`src/rtl/wav_stream_pkg.sv`:
```
// Shared stream definitions used by the counter source, this FIFO and the drain.
package wav_stream_pkg;

    // Default stream data width in bits.
    localparam int STREAM_DW = 8;

    // One stream data word.
    typedef logic [STREAM_DW-1:0] stream_data_t;

endpackage : wav_stream_pkg

```
`src/rtl/wav_stream_fifo_mem.sv`:
```
// DEPTH x DW register array: one synchronous write port, one asynchronous
// read port. Contents are deliberately not reset.
module wav_stream_fifo_mem #(
    parameter int DW    = 8,
    parameter int DEPTH = 4,
    parameter int AW    = $clog2(DEPTH)
) (
    input  logic          clk,
    input  logic          we,
    input  logic [AW-1:0] waddr,
    input  logic [DW-1:0] wdata,
    input  logic [AW-1:0] raddr,
    output logic [DW-1:0] rdata
);

    logic [DW-1:0] mem_r [DEPTH];

    // Write the incoming word into the addressed entry on an accepted push.
    always_ff @(posedge clk) begin
        if (we) begin
            mem_r[waddr] <= wdata;
        end
    end

    assign rdata = mem_r[raddr];

endmodule : wav_stream_fifo_mem

```
`src/rtl/wav_stream_fifo.sv`:
```
// Synchronous valid/ready stream FIFO with occupancy and peak-occupancy
// reporting. Data passes through unmodified and in order; no empty bypass.
module wav_stream_fifo
    import wav_stream_pkg::*;
#(
    parameter int DW    = STREAM_DW,
    parameter int DEPTH = 4
) (
    input  logic                     clk,
    input  logic                     rst,
    input  logic                     ctl_clr,
    input  logic                     rx_tvalid,
    output logic                     rx_tready,
    input  logic [DW-1:0]            rx_tdata,
    output logic                     tx_tvalid,
    input  logic                     tx_tready,
    output logic [DW-1:0]            tx_tdata,
    output logic [$clog2(DEPTH):0]   sts_cnt,
    output logic [$clog2(DEPTH):0]   sts_max
);

    localparam int AW = $clog2(DEPTH);

    // Pointers carry one extra wrap bit so full and empty are distinguishable.
    logic [AW:0] wptr_r;
    logic [AW:0] rptr_r;
    logic [AW:0] cnt_r;
    logic [AW:0] max_r;
    logic        en_r;

    logic        full_s;
    logic        push_s;
    logic        pop_s;
    logic [AW:0] cnt_nxt_s;
    logic [AW:0] max_nxt_s;

    // Full when wrap bits differ and index bits match; derived only from
    // registered pointers so rx_tready never depends on tx_tready.
    assign full_s    = (wptr_r[AW] != rptr_r[AW]) &&
                       (wptr_r[AW-1:0] == rptr_r[AW-1:0]);
    assign rx_tready = en_r & ~full_s;
    assign tx_tvalid = (cnt_r != '0);
    assign push_s    = rx_tvalid & rx_tready;
    assign pop_s     = tx_tvalid & tx_tready;
    assign sts_cnt   = cnt_r;
    assign sts_max   = max_r;

    wav_stream_fifo_mem #(
        .DW    (DW),
        .DEPTH (DEPTH),
        .AW    (AW)
    ) u_mem (
        .clk   (clk),
        .we    (push_s),
        .waddr (wptr_r[AW-1:0]),
        .wdata (rx_tdata),
        .raddr (rptr_r[AW-1:0]),
        .rdata (tx_tdata)
    );

    // Next occupancy and next watermark from this cycle's handshakes.
    always_comb begin
        cnt_nxt_s = cnt_r;
        max_nxt_s = max_r;
        case ({push_s, pop_s})
            2'b10:   cnt_nxt_s = cnt_r + (AW+1)'(1);
            2'b01:   cnt_nxt_s = cnt_r - (AW+1)'(1);
            default: cnt_nxt_s = cnt_r;
        endcase
        if (ctl_clr) begin
            max_nxt_s = cnt_nxt_s;
        end else if (cnt_nxt_s > max_r) begin
            max_nxt_s = cnt_nxt_s;
        end else begin
            max_nxt_s = max_r;
        end
    end

    // Input enable: held low in reset, raised on the first edge after release.
    always_ff @(posedge clk or negedge rst) begin
        if (!rst) begin
            en_r <= 1'b0;
        end else begin
            en_r <= 1'b1;
        end
    end

    // Pointer advance on accepted push / pop; both may move in one cycle.
    always_ff @(posedge clk or negedge rst) begin
        if (!rst) begin
            wptr_r <= '0;
            rptr_r <= '0;
        end else begin
            if (push_s) begin
                wptr_r <= wptr_r + (AW+1)'(1);
            end
            if (pop_s) begin
                rptr_r <= rptr_r + (AW+1)'(1);
            end
        end
    end

    // Occupancy and peak-occupancy registers.
    always_ff @(posedge clk or negedge rst) begin
        if (!rst) begin
            cnt_r <= '0;
            max_r <= '0;
        end else begin
            cnt_r <= cnt_nxt_s;
            max_r <= max_nxt_s;
        end
    end

endmodule : wav_stream_fifo

```
`config.mk`:
```
export PLATFORM = sky130hd
export DESIGN_NAME = wav_stream_fifo
export DESIGN_NICKNAME = d
export VERILOG_FILES = /design/src/rtl/wav_stream_pkg.sv /design/src/rtl/wav_stream_fifo_mem.sv /design/src/rtl/wav_stream_fifo.sv
export SDC_FILE = /design/constraint.sdc
export NUM_CORES = 1
export LEC_CHECK = 0
export BUFFER_PORTS_ARGS = -buffer_cell sky130_fd_sc_hd__buf_2
export CAP_MARGIN = 5
export CORE_MARGIN = 3
export CORE_UTILIZATION = 40
export DETAILED_ROUTE_END_ITERATION = 7
export PLACE_DENSITY = 0.61
export REMOVE_ABC_BUFFERS = 1
export SYNTH_ARGS = -nofsm -noshare
export SYNTH_HDL_FRONTEND = slang
export SYNTH_SLANG_ARGS = --single-unit
```
`constraint.sdc`:
```
create_clock -name clk -period 4.2 [get_ports clk]
set_clock_uncertainty 0.2 [all_clocks]
set_input_delay 0.21 -clock clk [delete_from_list [all_inputs] [get_ports clk]]
set_output_delay 0.21 -clock clk [all_outputs]
set_load 0.05 [all_outputs]
```
==> run_results.csv, run 1 <==
group,metric,value,unit
cts,worst_setup_hold_path_clk_slew,0.08,ns
cells_and_area,layout-area-overhead-vs-synth,21.0,%
setup_path,crit_chain,"xnor2_1 -> a31oi_4 -> inv_1 -> ha_1 -> fa_1 -> xnor2_1 -> nor2_1 -> xor2_1 -> ha_1 -> nand3_1 -> o21ai_0 -> o21bai_1 -> mux2_2",
die,start_util,42.9,%
route,vias_per_cell,4.63,
setup_path,crit_path_top_delay_cell,"dfrtp_1",
setup_path,start_kind,"flip-flop",
route,detail_route.iter0.violations,49,
setup_path,worst-endpoint-arrival,3.54,ns
setup_path,crit_path_max_fanout,8,
logic_synthesis,compound_gate_portion_of_the_synthesized_area,2.70,%
worst_hold_path,worst_hold_path.endpoint,"rptr_r[0]",
logic_synthesis,synthesis.area,1950,um2
setup_path,worst_endpoint_required_time,4.18,ns
die,design.die.area,5740,um2
die,die_h,75.7,um
cts,ctsRootBufferMaster,"clkbuf_8",
global_route,first_global_vias,1028,
logic_synthesis,synthMuxAreaShare,12.3,%
outcome,outcome,"finished clean",
cts,clk-insertion-delay-late,0.29,ns
setup_path,r2r-start,"wptr_r[1]",
cts,cts_inserted_buffers,5,
logic_synthesis,ys_dominant_reg_cell,"edfxtp_1",
route,detailedRoute.firstPassIterationCount,4,
die,chipWidth,75.7,um
setup_path,crit_type,"flip-flop to flip-flop",
timing,report.final.slew_viol_count,0,
place,placer_congestion_estimate,0.732,
cells_and_area,num-nets-final,173,
logic_synthesis,yosysUniqueCellTypes,26,
cts,cts-resized-gates,0,
die,boundaryPins,29,
place,port_buffers,28,
route,final_antenna_net_count,0,
logic_synthesis,synthXorXnorAreaFrac,5.27,%
logic_synthesis,number_of_synthesized_flops_with_an_enable_pin,32,
timing,grt_setup_unrepaired,"false",
global_route,wire_length_of_the_first_global_routing_pass,5.04,mm
logic_synthesis,synth-simple-area-share,3.47,%
setup_path,timing.rr.end,"sts_max[2]",
global_route,maximum_number_of_pins_on_one_net_before_global_route_repair,15,
worst_hold_path,holdCritPathClass,"input port to flip-flop",
cts,tritoncts,"built",
logic_synthesis,synth_adder_area_share,6.82,%
cells_and_area,number_of_antenna_cells_inserted,0,
logic_synthesis,synthArstFlopShare,28.9,%
route,wl_per_cell,14.9,um
cts,ctsHtreeMaxLevel,2,
die,design.core.area,4530,um2
cells_and_area,seqCellArea,1290,um2
logic_synthesis,synth.ff_latch_count,45,
setup_path,critical-path-max-stage-delay,0.43,ns
route,dr_total_vias,1000,
timing,layout_min_cycle_time,3.55,ns
setup_path,critical_path.endpoint_type,"flip-flop",
timing,finalHoldViolations,0,
logic_synthesis,synthDominantCellAreaShare,49.4,%
run,max_cap_viol_count,0,
global_route,grt_antenna_before_repair,0,
setup_path,timing.reg2reg.worst_path_depth,13,
global_route,globalRouteTotalUtil,12.4,%
logic_synthesis,netlist_top_cells_area,"edfxtp_1 (49%), dfrtp_1 (17%), mux4_2 (9.3%)",
timing,number_of_failing_setup_endpoints_in_the_final_timing_report,0,
logic_synthesis,netlist_instances,107,
timing,fin_crit_sh,84.6,%
worst_hold_path,worst_hold_startpoint,"tx_tready",
logic_synthesis,avgSynthCellArea,18.2,um2
die,row_count,24,
cts,cts.path.max_buffers,2,
logic_synthesis,yosys.area.top_type,"edfxtp_1",
logic_synthesis,synth_seq_area_share,66.1,%
timing,maxClockFrequency,281,MHz
logic_synthesis,synth_warn,0,
cells_and_area,fillers,394,
worst_hold_path,hold-path-cell-count,3,
cells_and_area,post_route_cells_drive_above_1_share,37.1,%
global_route,overflow_left_after_global_routing,0,
cells_and_area,multi_input_area,599,um2
timing,final.setup.tns,0,ns
route,total_detailed_routing_wirelength,3.21,mm
place,dp_hpwl,2.28,mm
setup_path,timing.reg2reg.setup_slack,0.65,ns
cts,cts_sinks,45,
route,drc,0,
logic_synthesis,main_combinational_cell_family_by_area_after_synthesis,"multiplexers",
-- metrics by stage --
step           setup slack (ns)  utilization [%]  std cells  instance area, um2  hold slack, ns
2_1_floorplan             0.537                -        104                1920          -0.286
3_3_place_gp              0.783             47.5        199                2150         -0.0894
3_5_place_dp              0.687             47.5        199                2150         -0.0837
4_1_cts                   0.653             51.9        216                2350          0.0477
5_1_grt                   0.422             51.9        216                2350          0.0514
6_report                  0.645             51.9        216                2350          0.0542
-- layout make-up --
cell class              instances  share of cell area [%]
flip-flops and latches         45                    54.7
multi-input cells              51                    25.5
repair buffers                 39                    10.4
well taps                      65                    3.46
clock buffers                   6                    3.08
clock inverters                 2                    1.65
inverters                       8                    1.28
-- cells by family (layout without fill, tap and decap cells) --
family / Yosys count / after routing
DFF: 45 / 45
other: 1 / 1
muxes: 13 / 13
xor gates and xnor gates: 10 / 10
AOI/OAI and AO/OA: 6 / 6
adders and majority gates: 10 / 10
and+or+nand+nor: 11 / 11
buffers and inverters: 11 / 55
-- cells in the mapped netlist, drive strengths merged, types with 2 or more instances --
cell,number
edfxtp,32
dfrtp,13
ha,9
inv,8
mux4,8
xnor2,6
and2,5
mux2,5
xor2,4
buf,3
nand2,3
a31oi,2
o21ai,2
-- what timing repair did --
action / 4_1_cts / 5_1_grt
buffers inserted: 0 / 0
endpoints found under the hold margin: 45 / 0
hold buffers: 9 / 0
-- worst max-delay path by stage --
stage                from    endpoint  slack [ns]  cells after the start
2_1_floorplan  sts_cnt[0]  sts_max[0]        0.54                     12
3_3_place_gp    wptr_r[1]  sts_max[1]        0.78                     13
3_5_place_dp    wptr_r[1]  sts_max[2]        0.69                     13
4_1_cts         wptr_r[1]  sts_max[2]        0.65                     13
5_1_grt         wptr_r[1]  sts_max[2]        0.42                     13
6_report        wptr_r[1]  sts_max[2]        0.65                     13
-- sequential cells by signal (all words and copies together), names as in the netlist --
| register | flops |
|---|---|
| en_r | 1 |
| sts_max | 3 |
| rptr_r | 3 |
| u_mem.mem_r | 32 |
| sts_cnt | 3 |
| wptr_r | 3 |
-- metal layers --
metal  track usage (%)  vias up  routed length [um]
li1                  -      472                   -
met1              16.7      499                1470
met2              18.7       25                1550
met3              4.75        4                 140
met4              3.50        0                  39
met5                 0        -                   0
-- worst max-delay path, delay by kind of cell, from the launching register on --
| kind | cells | cell delay, ns |
|---|---|---|
| mux | 1 | 0.38 |
| buf+inv | 1 | 0.08 |
| fa+ha+maj | 3 | 0.91 |
| compound gates | 3 | 0.64 |
| xor+xnor | 3 | 0.59 |
| simple gates | 2 | 0.19 |
| flops | 1 | 0.43 |
-- layout by cell type (no fill, tap or decap), types with 2 or more instances in the layout --
cell,count
xnor2_1,5
clkbuf_8,5
buf_2,28
and2_1,3
and2_4,2
buf_4,2
o21ai_0,2
dfrtp_1,13
mux4_2,8
dlygate4sd3_1,9
inv_1,8
mux2_2,4
xor2_1,3
edfxtp_1,32
nand2_1,3
ha_1,9
Power of run 1 is not shown: default switching activity piles up to over one toggle a cycle in this logic, so the estimate is an artifact.
==> inputs of run 2 (changes only) <==
PLACE_DENSITY = 0.64   (was 0.61)
clock period = 3.26 ns   (was 4.2 ns; I/O delays follow)
==> run_results.csv, run 2 (synthesis results as in run 1) <==
group,metric,value,unit
outcome,outcome,"finished clean",
cts,cts.path.max_buffers,2,
die,chipWidth,75.7,um
cts,cts_inserted_buffers,5,
cts,worst_setup_hold_path_clk_slew,0.08,ns
route,final_antenna_net_count,0,
cells_and_area,layout-area-overhead-vs-synth,27.1,%
place,dp_hpwl,2.35,mm
route,drc,0,
setup_path,r2r-start,"sts_cnt[0]",
setup_path,crit_type,"flip-flop to flip-flop",
route,wl_per_cell,15.2,um
setup_path,timing.rr.end,"sts_max[2]",
setup_path,start_kind,"flip-flop",
global_route,first_global_vias,1179,
route,detail_route.iter0.violations,49,
setup_path,critical_path.endpoint_type,"flip-flop",
setup_path,crit_path_max_fanout,3,
cts,ctsRootBufferMaster,"clkbuf_8",
cts,ctsHtreeMaxLevel,2,
cells_and_area,largest_reg_flops,32,
die,boundaryPins,29,
setup_path,crit_path_top_delay_cell,"fa_2",
route,dr_total_vias,1072,
global_route,maximum_number_of_pins_on_one_net_before_global_route_repair,14,
setup_path,crit_end,"sts_max[2]",
setup_path,crit_chain,"or3_4 -> and2_4 -> ha_4 -> fa_2 -> mux2_2 -> ha_1 -> a211oi_1 -> o21bai_1 -> buf_4 -> mux2_4",
cells_and_area,largest-register,"u_mem.mem_r",
cells_and_area,seqCellArea,1290,um2
die,design.core.area,4530,um2
timing,fin_crit_sh,99.7,%
setup_path,timing.reg2reg.worst_path_depth,10,
cells_and_area,fillers,361,
cells_and_area,layout_common_cells,"edfxtp_1 (32), buf_2 (28), buf_4 (15)",
cts,tritoncts,"built",
setup_path,critical-path-max-stage-delay,0.40,ns
place,dp_slack,-0.202,ns
setup_path,worst-endpoint-arrival,3.23,ns
run,max_cap_viol_count,0,
die,design.die.area,5740,um2
cells_and_area,num-nets-final,186,
global_route,overflow_left_after_global_routing,0,
route,vias_per_cell,4.68,
route,detailedRoute.firstPassIterationCount,4,
cells_and_area,number_of_antenna_cells_inserted,0,
global_route,globalRouteTotalUtil,13.7,%
worst_hold_path,holdCritPathClass,"input port to asynchronous set/reset pin",
cts,clk-insertion-delay-late,0.29,ns
timing,finalHoldViolations,0,
global_route,grt_antenna_before_repair,0,
place,placer_congestion_estimate,0.743,
timing,layout_min_cycle_time,3.25,ns
die,die_h,75.7,um
setup_path,timing.reg2reg.setup_slack,0.01,ns
timing,report.final.slew_viol_count,0,
setup_path,worst_endpoint_required_time,3.24,ns
die,row_count,24,
timing,fin_ws,0.0107,ns
place,port_buffers,28,
cts,cts_sinks,45,
global_route,wire_length_of_the_first_global_routing_pass,5.60,mm
cells_and_area,multi_input_area,649,um2
route,total_detailed_routing_wirelength,3.48,mm
die,start_util,42.9,%
timing,maxClockFrequency,308,MHz
cells_and_area,mostFrequentLayoutCell,"edfxtp_1",
cells_and_area,post_route_cells_drive_above_1_share,45.7,%
timing,number_of_failing_setup_endpoints_in_the_final_timing_report,0,
setup_path,cp-startpoint,"sts_cnt[0]",
timing,finalHoldWorstSlack,0.0778,ns
timing,grt_setup_unrepaired,"true",
run 2: repair_timing:
item                                    in CTS  in global routing
hold buffers                                 9                  0
setup buffers                                3                  1
pin swaps                                    7                  8
endpoints found under the setup margin       3                  3
hold endpoints to repair                    45                  0
resized for setup                            5                  7
cloned                                       0                  0
run 2: worst min-delay path by stage:
stage / endpoint / slack [ns] / cells after the start
after floorplan: en_r / -0.33 / 0
after global placement: sts_cnt[1] / -0.14 / 1
after detailed placement: sts_cnt[1] / -0.14 / 1
after CTS: sts_max[1] / 0.09 / 2
after global routing: sts_max[1] / 0.1 / 2
final: sts_max[1] / 0.08 / 2
run 2: layout make-up:
cell class,count,share of cell area (%)
well taps,65,3.29
clock inverters,1,0.303
multi-input cells,51,26.3
repair buffers,52,13.9
clock buffers,7,3.09
flip-flops and latches,45,52.0
inverters,8,1.21
run 2: routing by layer:
layer,wire [um],vias to the layer above,global-route usage [%]
met5,0,-,0
met4,51,0,5.05
met3,132,7,5.15
met2,1800,21,21.1
met1,1500,544,17.8
li1,-,500,-
run 2: worst max-delay path: cells and delay by family (launching register included):
family	cells	cell delay (ns)
fa+ha+maj	3	0.88
compound gates	2	0.34
simple gates	2	0.56
mux	2	0.61
buf+inv	1	0.16
flops	1	0.38
run 2: per-stage QoR:
stage / cells / TNS [ns] / utilization, % / instance area [um2]
after floorplan: 104 / -1.21 / - / 1920
after global placement: 208 / -0.0561 / 49.0 / 2220
after detailed placement: 208 / -0.572 / 49.0 / 2220
after CTS: 228 / -0.00261 / 53.7 / 2430
after global routing: 229 / -0.292 / 54.6 / 2470
final: 229 / 0 / 54.6 / 2470
Power of run 2 is left out for the same reason.
